## src/rtl/iir_multichannel_oscillator_if.sv

```systemverilog
// Config write port and tagged sample stream of the
// multi-channel IIR oscillator.
interface iir_multichannel_oscillator_if #(
  parameter int NUM_CH = 4,
  parameter int DATA_W = 16,
  parameter int COEF_W = 16
);
  localparam int CH_W = (NUM_CH > 1) ? $clog2(NUM_CH) : 1;

  logic              cfg_valid;
  logic              cfg_ready;
  logic [CH_W-1:0]   cfg_chan;
  logic [COEF_W-1:0] cfg_coef;
  logic [DATA_W-1:0] cfg_init;
  logic              cfg_en;

  logic              out_valid;
  logic [CH_W-1:0]   out_chan;
  logic [DATA_W-1:0] out_data;
  logic              out_sat;
  logic              frame_done;

  modport master (
    output cfg_valid, cfg_chan, cfg_coef,
    output cfg_init, cfg_en,
    input  cfg_ready,
    input  out_valid, out_chan, out_data,
    input  out_sat, frame_done
  );

  modport slave (
    input  cfg_valid, cfg_chan, cfg_coef,
    input  cfg_init, cfg_en,
    output cfg_ready,
    output out_valid, out_chan, out_data,
    output out_sat, frame_done
  );
endinterface

```

## src/rtl/iir_multichannel_oscillator.sv

```systemverilog
// Time-multiplexed IIR sinewave oscillator:
// y[n] = K*y[n-1] - y[n-2] per channel, one shared multiplier.
module iir_multichannel_oscillator #(
  parameter int CLK_DIV = 6250,
  parameter int NUM_CH  = 4,
  parameter int DATA_W  = 16,
  parameter int COEF_W  = 16
) (
  input logic clk,
  input logic reset,
  iir_multichannel_oscillator_if.slave bus
);
  localparam int CH_W  = (NUM_CH > 1) ? $clog2(NUM_CH) : 1;
  localparam int CNT_W = (CLK_DIV > 1) ? $clog2(CLK_DIV) : 1;
  localparam int P_W   = COEF_W + DATA_W;
  localparam int T_W   = DATA_W + 2;
  localparam int SH    = COEF_W - 2;

  typedef enum logic [1:0] {
    IDLE,
    CALC,
    DONE
  } state_t;

  state_t            state;
  logic [CNT_W-1:0]  cnt;
  logic              tick;
  logic [CH_W-1:0]   ch;

  logic signed [COEF_W-1:0] coef_q [NUM_CH];
  logic signed [DATA_W-1:0] s1_q   [NUM_CH];
  logic signed [DATA_W-1:0] s2_q   [NUM_CH];
  logic [NUM_CH-1:0]        en_q;

  logic              rdy_q;
  logic              vld_q;
  logic [CH_W-1:0]   och_q;
  logic [DATA_W-1:0] dat_q;
  logic              sat_q;
  logic              fd_q;

  logic              cfg_fire;
  logic              cfg_hit;

  logic signed [COEF_W-1:0] k_c;
  logic signed [DATA_W-1:0] s1_c;
  logic signed [DATA_W-1:0] s2_c;
  logic signed [P_W-1:0]    k_x;
  logic signed [P_W-1:0]    s1_x;
  logic signed [P_W-1:0]    p_c;
  logic signed [P_W-1:0]    p_sh;
  logic signed [T_W-1:0]    t_c;
  logic signed [DATA_W-1:0] y_c;
  logic                     sat_c;
  logic                     en_c;

  assign tick     = (cnt == CNT_W'(CLK_DIV - 1));
  assign cfg_fire = bus.cfg_valid & rdy_q;
  assign cfg_hit  = cfg_fire &&
    ({{(32-CH_W){1'b0}}, bus.cfg_chan} < 32'(NUM_CH));

  assign bus.cfg_ready  = rdy_q;
  assign bus.out_valid  = vld_q;
  assign bus.out_chan   = och_q;
  assign bus.out_data   = dat_q;
  assign bus.out_sat    = sat_q;
  assign bus.frame_done = fd_q;

  // Free-running sample divider, wraps at CLK_DIV-1.
  always_ff @(posedge clk or posedge reset) begin
    if (reset) begin
      cnt <= '0;
    end else if (tick) begin
      cnt <= '0;
    end else begin
      cnt <= cnt + 1'b1;
    end
  end

  // Shared multiply, floor shift back to Q1 and clip.
  always_comb begin
    k_c   = coef_q[ch];
    s1_c  = s1_q[ch];
    s2_c  = s2_q[ch];
    en_c  = en_q[ch];
    k_x   = {{DATA_W{k_c[COEF_W-1]}}, k_c};
    s1_x  = {{COEF_W{s1_c[DATA_W-1]}}, s1_c};
    p_c   = k_x * s1_x;
    p_sh  = p_c >>> SH;
    t_c   = $signed(p_sh[T_W-1:0]) -
            $signed({{2{s2_c[DATA_W-1]}}, s2_c});
    sat_c = !((&t_c[T_W-1:DATA_W-1]) ||
              (~|t_c[T_W-1:DATA_W-1]));
    y_c   = t_c[DATA_W-1:0];
    if (sat_c) begin
      y_c = t_c[T_W-1] ?
        {1'b1, {(DATA_W-1){1'b0}}} :
        {1'b0, {(DATA_W-1){1'b1}}};
    end
  end

  // Channel state: recurrence update in CALC,
  // config writes only while idle.
  always_ff @(posedge clk or posedge reset) begin
    if (reset) begin
      for (int i = 0; i < NUM_CH; i++) begin
        coef_q[i] <= '0;
        s1_q[i]   <= '0;
        s2_q[i]   <= '0;
      end
      en_q <= '0;
    end else if (state == CALC) begin
      if (en_c) begin
        s2_q[ch] <= s1_c;
        s1_q[ch] <= y_c;
      end
    end else if (cfg_hit) begin
      coef_q[bus.cfg_chan] <= bus.cfg_coef;
      s1_q[bus.cfg_chan]   <= bus.cfg_init;
      s2_q[bus.cfg_chan]   <= '0;
      en_q[bus.cfg_chan]   <= bus.cfg_en;
    end
  end

  // Frame sequencer with registered stream outputs.
  always_ff @(posedge clk or posedge reset) begin
    if (reset) begin
      state <= IDLE;
      ch    <= '0;
      rdy_q <= 1'b1;
      vld_q <= 1'b0;
      och_q <= '0;
      dat_q <= '0;
      sat_q <= 1'b0;
      fd_q  <= 1'b0;
    end else begin
      vld_q <= 1'b0;
      fd_q  <= 1'b0;
      unique case (state)
        IDLE: begin
          if (tick) begin
            state <= CALC;
            ch    <= '0;
            rdy_q <= 1'b0;
          end
        end
        CALC: begin
          vld_q <= 1'b1;
          och_q <= ch;
          dat_q <= en_c ? y_c : '0;
          sat_q <= en_c & sat_c;
          if (ch == CH_W'(NUM_CH - 1)) begin
            state <= DONE;
          end else begin
            ch <= ch + 1'b1;
          end
        end
        DONE: begin
          state <= IDLE;
          rdy_q <= 1'b1;
          fd_q  <= 1'b1;
        end
        default: begin
          state <= IDLE;
          rdy_q <= 1'b1;
        end
      endcase
    end
  end
endmodule

```

## src/flat_wrapper.sv

```systemverilog
// flat-port wrapper written by rule: the top's interface ports become plain ports
module iir_multichannel_oscillator_flat 
#(
  parameter int CLK_DIV = 6250,
  parameter int NUM_CH  = 4,
  parameter int DATA_W  = 16,
  parameter int COEF_W  = 16
)
  (clk, reset, bus_cfg_valid, bus_cfg_chan, bus_cfg_coef, bus_cfg_init, bus_cfg_en, bus_cfg_ready, bus_out_valid, bus_out_chan, bus_out_data, bus_out_sat, bus_frame_done);
  iir_multichannel_oscillator_if #(.NUM_CH(NUM_CH), .DATA_W(DATA_W), .COEF_W(COEF_W)) bus_i ();
  input logic clk;
  input logic reset;
  input wire logic [$bits(bus_i.cfg_valid)-1:0] bus_cfg_valid;
  input wire logic [$bits(bus_i.cfg_chan)-1:0] bus_cfg_chan;
  input wire logic [$bits(bus_i.cfg_coef)-1:0] bus_cfg_coef;
  input wire logic [$bits(bus_i.cfg_init)-1:0] bus_cfg_init;
  input wire logic [$bits(bus_i.cfg_en)-1:0] bus_cfg_en;
  output wire logic [$bits(bus_i.cfg_ready)-1:0] bus_cfg_ready;
  output wire logic [$bits(bus_i.out_valid)-1:0] bus_out_valid;
  output wire logic [$bits(bus_i.out_chan)-1:0] bus_out_chan;
  output wire logic [$bits(bus_i.out_data)-1:0] bus_out_data;
  output wire logic [$bits(bus_i.out_sat)-1:0] bus_out_sat;
  output wire logic [$bits(bus_i.frame_done)-1:0] bus_frame_done;
  assign bus_i.cfg_valid = bus_cfg_valid;
  assign bus_i.cfg_chan = bus_cfg_chan;
  assign bus_i.cfg_coef = bus_cfg_coef;
  assign bus_i.cfg_init = bus_cfg_init;
  assign bus_i.cfg_en = bus_cfg_en;
  assign bus_cfg_ready = bus_i.cfg_ready;
  assign bus_out_valid = bus_i.out_valid;
  assign bus_out_chan = bus_i.out_chan;
  assign bus_out_data = bus_i.out_data;
  assign bus_out_sat = bus_i.out_sat;
  assign bus_frame_done = bus_i.frame_done;
  iir_multichannel_oscillator #(.CLK_DIV(CLK_DIV), .NUM_CH(NUM_CH), .DATA_W(DATA_W), .COEF_W(COEF_W)) u_core (.clk(clk), .reset(reset), .bus(bus_i));
endmodule
```

## config.mk

```make
export PLATFORM = sky130hd
export DESIGN_NAME = iir_multichannel_oscillator_flat
export DESIGN_NICKNAME = d
export VERILOG_FILES = /design/src/rtl/iir_multichannel_oscillator_if.sv /design/src/rtl/iir_multichannel_oscillator.sv /design/src/flat_wrapper.sv
export SDC_FILE = /design/constraint.sdc
export NUM_CORES = 1
export LEC_CHECK = 0
export ABC_AREA = 1
export ABC_CLOCK_PERIOD_IN_PS = 9000
export CAP_MARGIN = 20
export CORE_ASPECT_RATIO = 1.75
export CORE_MARGIN = 2
export CORE_UTILIZATION = 59
export CTS_BUF_LIST = sky130_fd_sc_hd__clkbuf_8
export DETAILED_ROUTE_END_ITERATION = 6
export GPL_TIMING_DRIVEN = 0
export HOLD_SLACK_MARGIN = 0.15
export PLACE_DENSITY = 0.91
export SYNTH_ARGS = -nofsm -noshare
export SYNTH_HDL_FRONTEND = slang
export SYNTH_SLANG_ARGS = --single-unit
```

## constraint.sdc

```tcl
create_clock -name clk -period 9 [get_ports clk]
set_input_delay 1.8 -clock clk [delete_from_list [all_inputs] [get_ports clk]]
set_output_delay 1.8 -clock clk [all_outputs]
set_load 0.01 [all_outputs]
```

==> impl_summary.log, run 1 <==
INFO  metric groute.usage.overall = 41.98%
INFO  metric syn2layout_area_growth = 21.28%
INFO  metric critical_path.max_fanout = 8
INFO  metric violations_in_the_final_reports = DRC, setup timing
INFO  metric critical_path_arrival = 9.70 ns
INFO  metric post-layout-total-power = 0.002192 W
INFO  metric syn_nets = 3037
INFO  metric synth.ff_latch_count = 235
INFO  metric clock_tree.buffer_depth = 3
INFO  metric nets_finish = 3233
INFO  metric final.min_clock_period = 9.212 ns
INFO  metric cap_violations = 0
INFO  metric synth.lib_cells_used.distinct = 49
INFO  metric wire_length_of_the_first_global_routing_pass = 120500 um
INFO  metric syn_inst = 2635
INFO  metric gp_weighted_congestion = 1.012
INFO  metric final-hold-violation-count = 0
INFO  metric vias = 21529
INFO  metric ctsHtreeMaxLevel = 2
INFO  metric clk_root_buffer_cell = clkbuf_8
INFO  metric grt_max_degree = 136
INFO  metric first_global_vias = 21885
INFO  metric worst_hold_path_type = reg -> reg
INFO  metric timing.hold.ws = 0.4702 ns
INFO  metric cts_tree = built
INFO  metric endpoint_class_of_the_critical_path = flip-flop
INFO  metric cpMaxStageDelayCell = fa_1
INFO  metric post-dp-hpwl = 57100 um
INFO  metric ys_async_sr_fraction = 100.0%
INFO  metric port_buffers = 59
INFO  metric core.rowCount = 92
INFO  metric criticalPathCategory = reg -> reg
INFO  metric globalRouteOverflowTotal = 0
INFO  metric worst_pin_slew = 1.006 ns
INFO  metric post_route_cells_drive_above_1_share = 14.39%
INFO  metric route.detailed.wl_per_inst = 25.96 um
INFO  metric finalSetupViolCount = 81
INFO  metric netlist.area_leader.share = 27.26%
INFO  metric path_delay_family = adder cells
INFO  metric cp_slowest_stage_delay = 0.58 ns
INFO  metric clkSinkCount = 235
INFO  metric min_period_over_period = 102.4%
INFO  metric rsz_0062_raised_after_global_routing = yes
INFO  metric critical_path.n_buffers_inverters = 13
INFO  metric synthesis.area_per_instance = 8.153 um2
INFO  metric synth-edff-count = 0
INFO  metric fp.coreArea = 35910 um2
INFO  metric synth-main-ff-cell = dfrtp_1
INFO  metric cp-start-kind = flip-flop
INFO  metric antenna_violations_before_repair = 3
INFO  metric pwr_density = 84.14 nW/um2
INFO  metric fp.dieW = 148.2 um
INFO  metric crit_required = 9.49 ns
INFO  metric fmax = 108.5 MHz
INFO  metric clock_latency_reported_for_the_late_side_of_the_worst_skew_pair = 0.59 ns
INFO  metric clock_transition_at_path_regs = 0.07 ns
INFO  metric num_io_pins = 60
INFO  metric cts_buffers = 36
INFO  metric detailedRoute.firstPassIterationCount = 7
INFO  metric vdd.ir_drop.worst = 0.1256 mV
INFO  metric finalWirelength = 86410 um
INFO  metric die-height = 256.4 um
INFO  metric synth_area = 21480 um2
INFO  metric drc = 18
INFO  metric dieArea = 38010 um2
INFO  metric finalWorstSetupSlack = -0.2124 ns
INFO  metric vias_per_cell = 6.467
INFO  metric antenna_left = 0
INFO  metric leakagePower = 13.01 nW
INFO  metric final_cell_mix = nand2_1, inv_1, fa_1
INFO  metric yosysWarningCount = 0
INFO  metric initial_utilization = 59.81%
INFO  metric synth_area_leaders = dfrtp_1, fa_1, nand2_1
INFO  metric mostFrequentLayoutCell = nand2_1
INFO  metric max_slew_margin = 32.31%
INFO  metric hold_buf_cts = 0
INFO  metric run_status = complete, but fails checks
INFO  metric cell_with_the_most_instances_on_the_worst_path = fa_1
INFO  metric synth.yosys.seq_area_share = 27.38%
INFO  metric drtIter0Drc = 3054
INFO  metric synthDominantAreaCellType = dfrtp_1
INFO  metric ff2ff_setup_slack = -0.21 ns
INFO  metric report.final.slew_viol_count = 0
INFO  metric fin_skew = 0.04475 ns
## flip-flops by register name (all words and copies together), names as in the netlist
register               cells
u_core.bus.cfg_ready       1
u_core.bus.frame_done      1
u_core.bus.out_chan        2
u_core.bus.out_data       16
u_core.bus.out_sat         1
u_core.bus.out_valid       1
u_core.ch                  2
u_core.cnt                13
u_core.coef_q             64
u_core.en_q                4
u_core.s1_q               64
u_core.s2_q               64
u_core.state               2
## synth_stat cells (7+ instances only)
cell type / instances
a21oi_1: 226
a21o_1: 8
nor3_1: 8
nand2_2: 13
dfrtp_1: 234
fa_1: 262
o21ai_0: 159
o22ai_1: 31
buf_2: 9
nand3_1: 105
nor2_1: 270
buf_1: 20
clkinv_1: 9
ha_1: 102
inv_1: 463
a32oi_1: 29
xnor2_1: 14
buf_6: 7
clkbuf_1: 67
nand2_1: 500
xor2_1: 32
## final cells by class
class	instances	area, um2
repair buffers	162	1567
inverters	479	1878
multi-input cells	1817	14610
plain buffers	100	777.0
clock buffers	45	619.3
diodes	3	7.507
clock inverters	18	120.1
fillers	2511	9862
flip-flops and latches	235	5883
well taps	470	588.1
## per-stage QoR
| step | instances | worst slack (ns) | setup TNS (ns) | area, um2 | util, % |
|---|---|---|---|---|---|
| detailed placement | 3175 | -2.362 | -184.61 | 22790 | 63.44 |
| global placement | 3164 | -2.376 | -660.98 | 22660 | 63.10 |
| floorplan | 2635 | 0.6339 | 0 | 21480 | - |
| global route | 3327 | -0.4089 | -29.26 | 26050 | 72.53 |
| finish | 3329 | -0.2124 | -12.88 | 26050 | 72.54 |
| CTS | 3266 | -0.00001510 | -0.00001510 | 24680 | 68.72 |
## power by group
part / total [W] / switching, W / internal [W]
combinational: 0.000168 / 0.000113 / 0.0000553
sequential: 0.00106 / 0.000000204 / 0.00106
clock: 0.000968 / 0.000483 / 0.000485
total: 0.00219 / 0.000595 / 0.00160
## worst register-to-register path: cells and delay by family, from the launching register on
kind / cells / cell delay, ns
compound gates: 6 / 1.31
xor+xnor: 1 / 0.19
fa+ha+maj: 8 / 3.35
buf+inv: 13 / 1.75
flops: 1 / 0.42
simple gates: 19 / 2.12
## metal layers
metal	vias to the layer above	track usage (%)	wire, um
li1	8634	-	-
met1	10123	43.29	24950
met2	1976	69.82	40750
met3	796	9.395	9808
met4	0	38.76	10910
met5	-	0	0
## logic make-up (layout without fill, tap and decap cells)
group | Yosys count | count (layout) | synth area share (%)
and+or+nand+nor | 923 | 923 | 17.50
buffers and inverters | 583 | 804 | 10.52
AOI/OAI and AO/OA | 484 | 484 | 12.37
adders and majority gates | 364 | 364 | 30.36
DFF | 235 | 235 | 27.38
xor gates and xnor gates | 46 | 46 | 1.875
other | 0 | 3 | 0
## final timing paths
path / to / depth (start not counted) / start
worst min register to register: u_core.bus.frame_done$_DFF_PP0_ / 1 / u_core.state[0]$_DFFE_PP0P_
worst max-delay path: u_core.s1_q[3]$_DFFE_PP0P_ / 47 / u_core.ch[0]$_DFFE_PP0P_
min in group asynchronous: u_core.state[1]$_DFFE_PP0P_ / 2 / reset
max in group asynchronous: u_core.s2_q[58]$_DFFE_PP0P_ / 3 / reset
worst min-delay path: u_core.bus.frame_done$_DFF_PP0_ / 1 / u_core.state[0]$_DFFE_PP0P_
worst max register to register: u_core.s1_q[3]$_DFFE_PP0P_ / 47 / u_core.ch[0]$_DFFE_PP0P_
## repair_timing
| action | CTS | global route |
|---|---|---|
| pin swaps | 25 | 70 |
| buffers inserted | 32 | 56 |
| cloned | 0 | 4 |
| gates resized for setup | 198 | 185 |
| setup endpoints to repair | 81 | 81 |
Note: power is estimated with default switching activity, not from simulation.
==> run 2: changes to the inputs <==
- CORE_MARGIN: 2 -> default
==> run 2 against run 1 <==
  * The flow still finishes with violations (DRC, setup timing)
  * Cell count increased by 0.33%
  * First-iteration DRC count rose by 17%
  * Sequential cell count stayed put
  * Non-clock buffer count rose by 15
  * Hold slack improved by 0.0061 ns
  * Global-route usage is 3.0 points higher
  * Final area rose by 2.5%
  * Combinational power grew 12%
  * Power rose by 3.6%
  * Critical path depth is 4 lower
  * Largest cell class unchanged
  * Largest power group unchanged
==> impl_summary.log, run 2 (synthesis results as in run 1) <==
INFO  metric vdd.ir_drop.worst = 0.1465 mV
INFO  metric die-height = 254.4 um
INFO  metric mostFrequentLayoutCell = nand2_1
INFO  metric finalSetupViolCount = 80
INFO  metric clk_root_buffer_cell = clkbuf_8
INFO  metric leakagePower = 13.12 nW
INFO  metric clock_tree.buffer_depth = 3
INFO  metric fp.coreArea = 35910 um2
INFO  metric detailedRoute.firstPassIterationCount = 7
INFO  metric drtIter0Drc = 3576
INFO  metric min_period_over_period = 103.1%
INFO  metric crit_required = 9.52 ns
INFO  metric post_route_cells_drive_above_1_share = 17.25%
INFO  metric final_cell_mix = nand2_1, inv_1, nor2_1
INFO  metric final_core_utilization = 74.35%
INFO  metric worst_hold_path_type = reg -> reg
INFO  metric rsz_0062_raised_after_global_routing = yes
INFO  metric pwr_density = 85.01 nW/um2
INFO  metric vias_per_cell = 6.658
INFO  metric nets_finish = 3247
INFO  metric cts_buffers = 35
INFO  metric final.min_clock_period = 9.278 ns
INFO  metric cts_tree = built
INFO  metric clock_latency_reported_for_the_late_side_of_the_worst_skew_pair = 0.61 ns
INFO  metric critical_path_arrival = 9.80 ns
INFO  metric max_slew_margin = 7.599%
INFO  metric core.rowCount = 92
INFO  metric reg2reg_depth = 43
INFO  metric top_signal_layer_used = met4
INFO  metric groute.usage.overall = 44.94%
INFO  metric num_io_pins = 60
INFO  metric fin_skew = 0.07114 ns
INFO  metric initial_utilization = 59.81%
INFO  metric gp_weighted_congestion = 1.014
INFO  metric dieArea = 37210 um2
INFO  metric route.met3.wl = 12440 um
INFO  metric route.detailed.wl_per_inst = 27.13 um
INFO  metric critical_path.max_fanout = 10
INFO  metric wire_length_of_the_first_global_routing_pass = 122400 um
INFO  metric clkSinkCount = 235
INFO  metric report.final.slew_viol_count = 0
INFO  metric antenna_left = 0
INFO  metric fmax = 107.8 MHz
INFO  metric ctsHtreeMaxLevel = 2
INFO  metric port_buffers = 59
INFO  metric clock_transition_at_path_regs = 0.07 ns
INFO  metric post-dp-hpwl = 56190 um
INFO  metric first_global_vias = 21861
INFO  metric cp-start-kind = flip-flop
INFO  metric reg_top3 = u_core.coef_q: 64 flops, u_core.s1_q: 64 flops, u_core.s2_q: 64 flops
INFO  metric globalRouteOverflowTotal = 0
INFO  metric vias = 22237
INFO  metric run_status = complete, but fails checks
INFO  metric min_path_cells = 1
INFO  metric syn2layout_area_growth = 24.31%
INFO  metric finalWorstSetupSlack = -0.2784 ns
INFO  metric endpoint_class_of_the_critical_path = flip-flop
INFO  metric final-hold-violation-count = 0
INFO  metric cpMaxStageDelayCell = fa_2
INFO  metric worst_pin_slew = 1.373 ns
INFO  metric met2_length = 40480 um
INFO  metric cap_violations = 0
INFO  metric post-layout-total-power = 0.002270 W
INFO  metric antenna_violations_before_repair = 4
INFO  metric drc = 250
INFO  metric fp.dieW = 146.2 um
INFO  metric cp_slowest_stage_delay = 0.58 ns
INFO  metric wirelength_met1 = 24940 um
INFO  metric finalWirelength = 90600 um
INFO  metric grt_max_degree = 134
INFO  metric criticalPathCategory = reg -> reg
INFO  metric violations_in_the_final_reports = DRC, setup timing
INFO  metric hold_buf_cts = 0
-- run 2: cell count changes in the layout (fill, tap and decap cells not counted), moves of 4 or more --
cell,before,now
inv_1,452,445
fa_1,259,251
a21oi_1,195,180
xor2_2,2,8
clkbuf_16,4,10
buf_4,90,96
nand3_1,98,57
fa_2,3,11
a21oi_2,29,45
clkbuf_8,50,46
nor2_1,251,257
nand3_2,10,50
nor2_2,13,7
xor2_1,29,22
-- run 2: worst max-delay path, delay by kind of cell, from the launching register on --
kind                       cells  cell delay, ns
buffers and inverters         12            1.46
DFF                            1            0.41
and+or+nand+nor               15            2.15
xor gates and xnor gates       1            0.22
adders and majority gates      8            3.73
AOI/OAI and AO/OA              7            1.19
-- run 2: worst paths after layout --
kind	endpoint	slack, ns	startpoint
worst min register to register	u_core.bus.frame_done$_DFF_PP0_	0.48	u_core.state[0]$_DFFE_PP0P_
worst max register to register	u_core.s1_q[60]$_DFFE_PP0P_	-0.28	u_core.ch[0]$_DFFE_PP0P_
worst min-delay path	u_core.bus.frame_done$_DFF_PP0_	0.48	u_core.state[0]$_DFFE_PP0P_
min in group asynchronous	u_core.en_q[3]$_DFFE_PP0P_	1.82	reset
worst max-delay path	u_core.s1_q[60]$_DFFE_PP0P_	-0.28	u_core.ch[0]$_DFFE_PP0P_
max in group asynchronous	u_core.s2_q[20]$_DFFE_PP0P_	6.07	reset
-- run 2: cell type report --
type,instances,area [um2]
diodes,1,2.502
inverters,479,1881
well taps,470,588.1
repair buffers,176,1805
clock inverters,18,192.7
plain buffers,101,774.5
fillers,2333,9211
flip-flops and latches,235,5883
multi-input cells,1817,14980
clock buffers,43,591.8
-- run 2: timing repair --
action / CTS / global route
pin swaps: 33 / 83
gates cloned: 0 / 9
hold endpoints to repair: 0 / 0
endpoints found under the setup margin: 81 / 81
gates resized for setup: 192 / 265
buffers inserted: 43 / 64
-- run 2: layer usage --
layer / track usage [%] / vias to the layer above
met4: 45.86 / 0
met2: 73.58 / 2106
met5: 0.1316 / -
li1: - / 8660
met3: 12.54 / 993
met1: 45.13 / 10478
-- run 2: report_power, final --
group	leakage, nW	switching [W]	total, W	internal (W)
clock	0.426	0.000474	0.00103	0.000552
combinational	9.92	0.000126	0.000188	0.0000620
sequential	2.77	0.000000302	0.00106	0.00106
total	13.1	0.000600	0.00227	0.00167
-- run 2: per-stage QoR --
step                worst slack, ns  TNS [ns]  area (um2)  hold WS [ns]  std cells
finish                      -0.2784    -12.88       26700        0.4763       3340
global route                -0.5882    -37.50       26700        0.4651       3340
CTS                        0.003972         0       24720        0.4331       3268
detailed placement           -2.215   -172.18       22700        0.4188       3165
global placement             -2.162   -592.70       22660        0.4103       3164
floorplan                    0.6339         0       21480        0.4012       2635
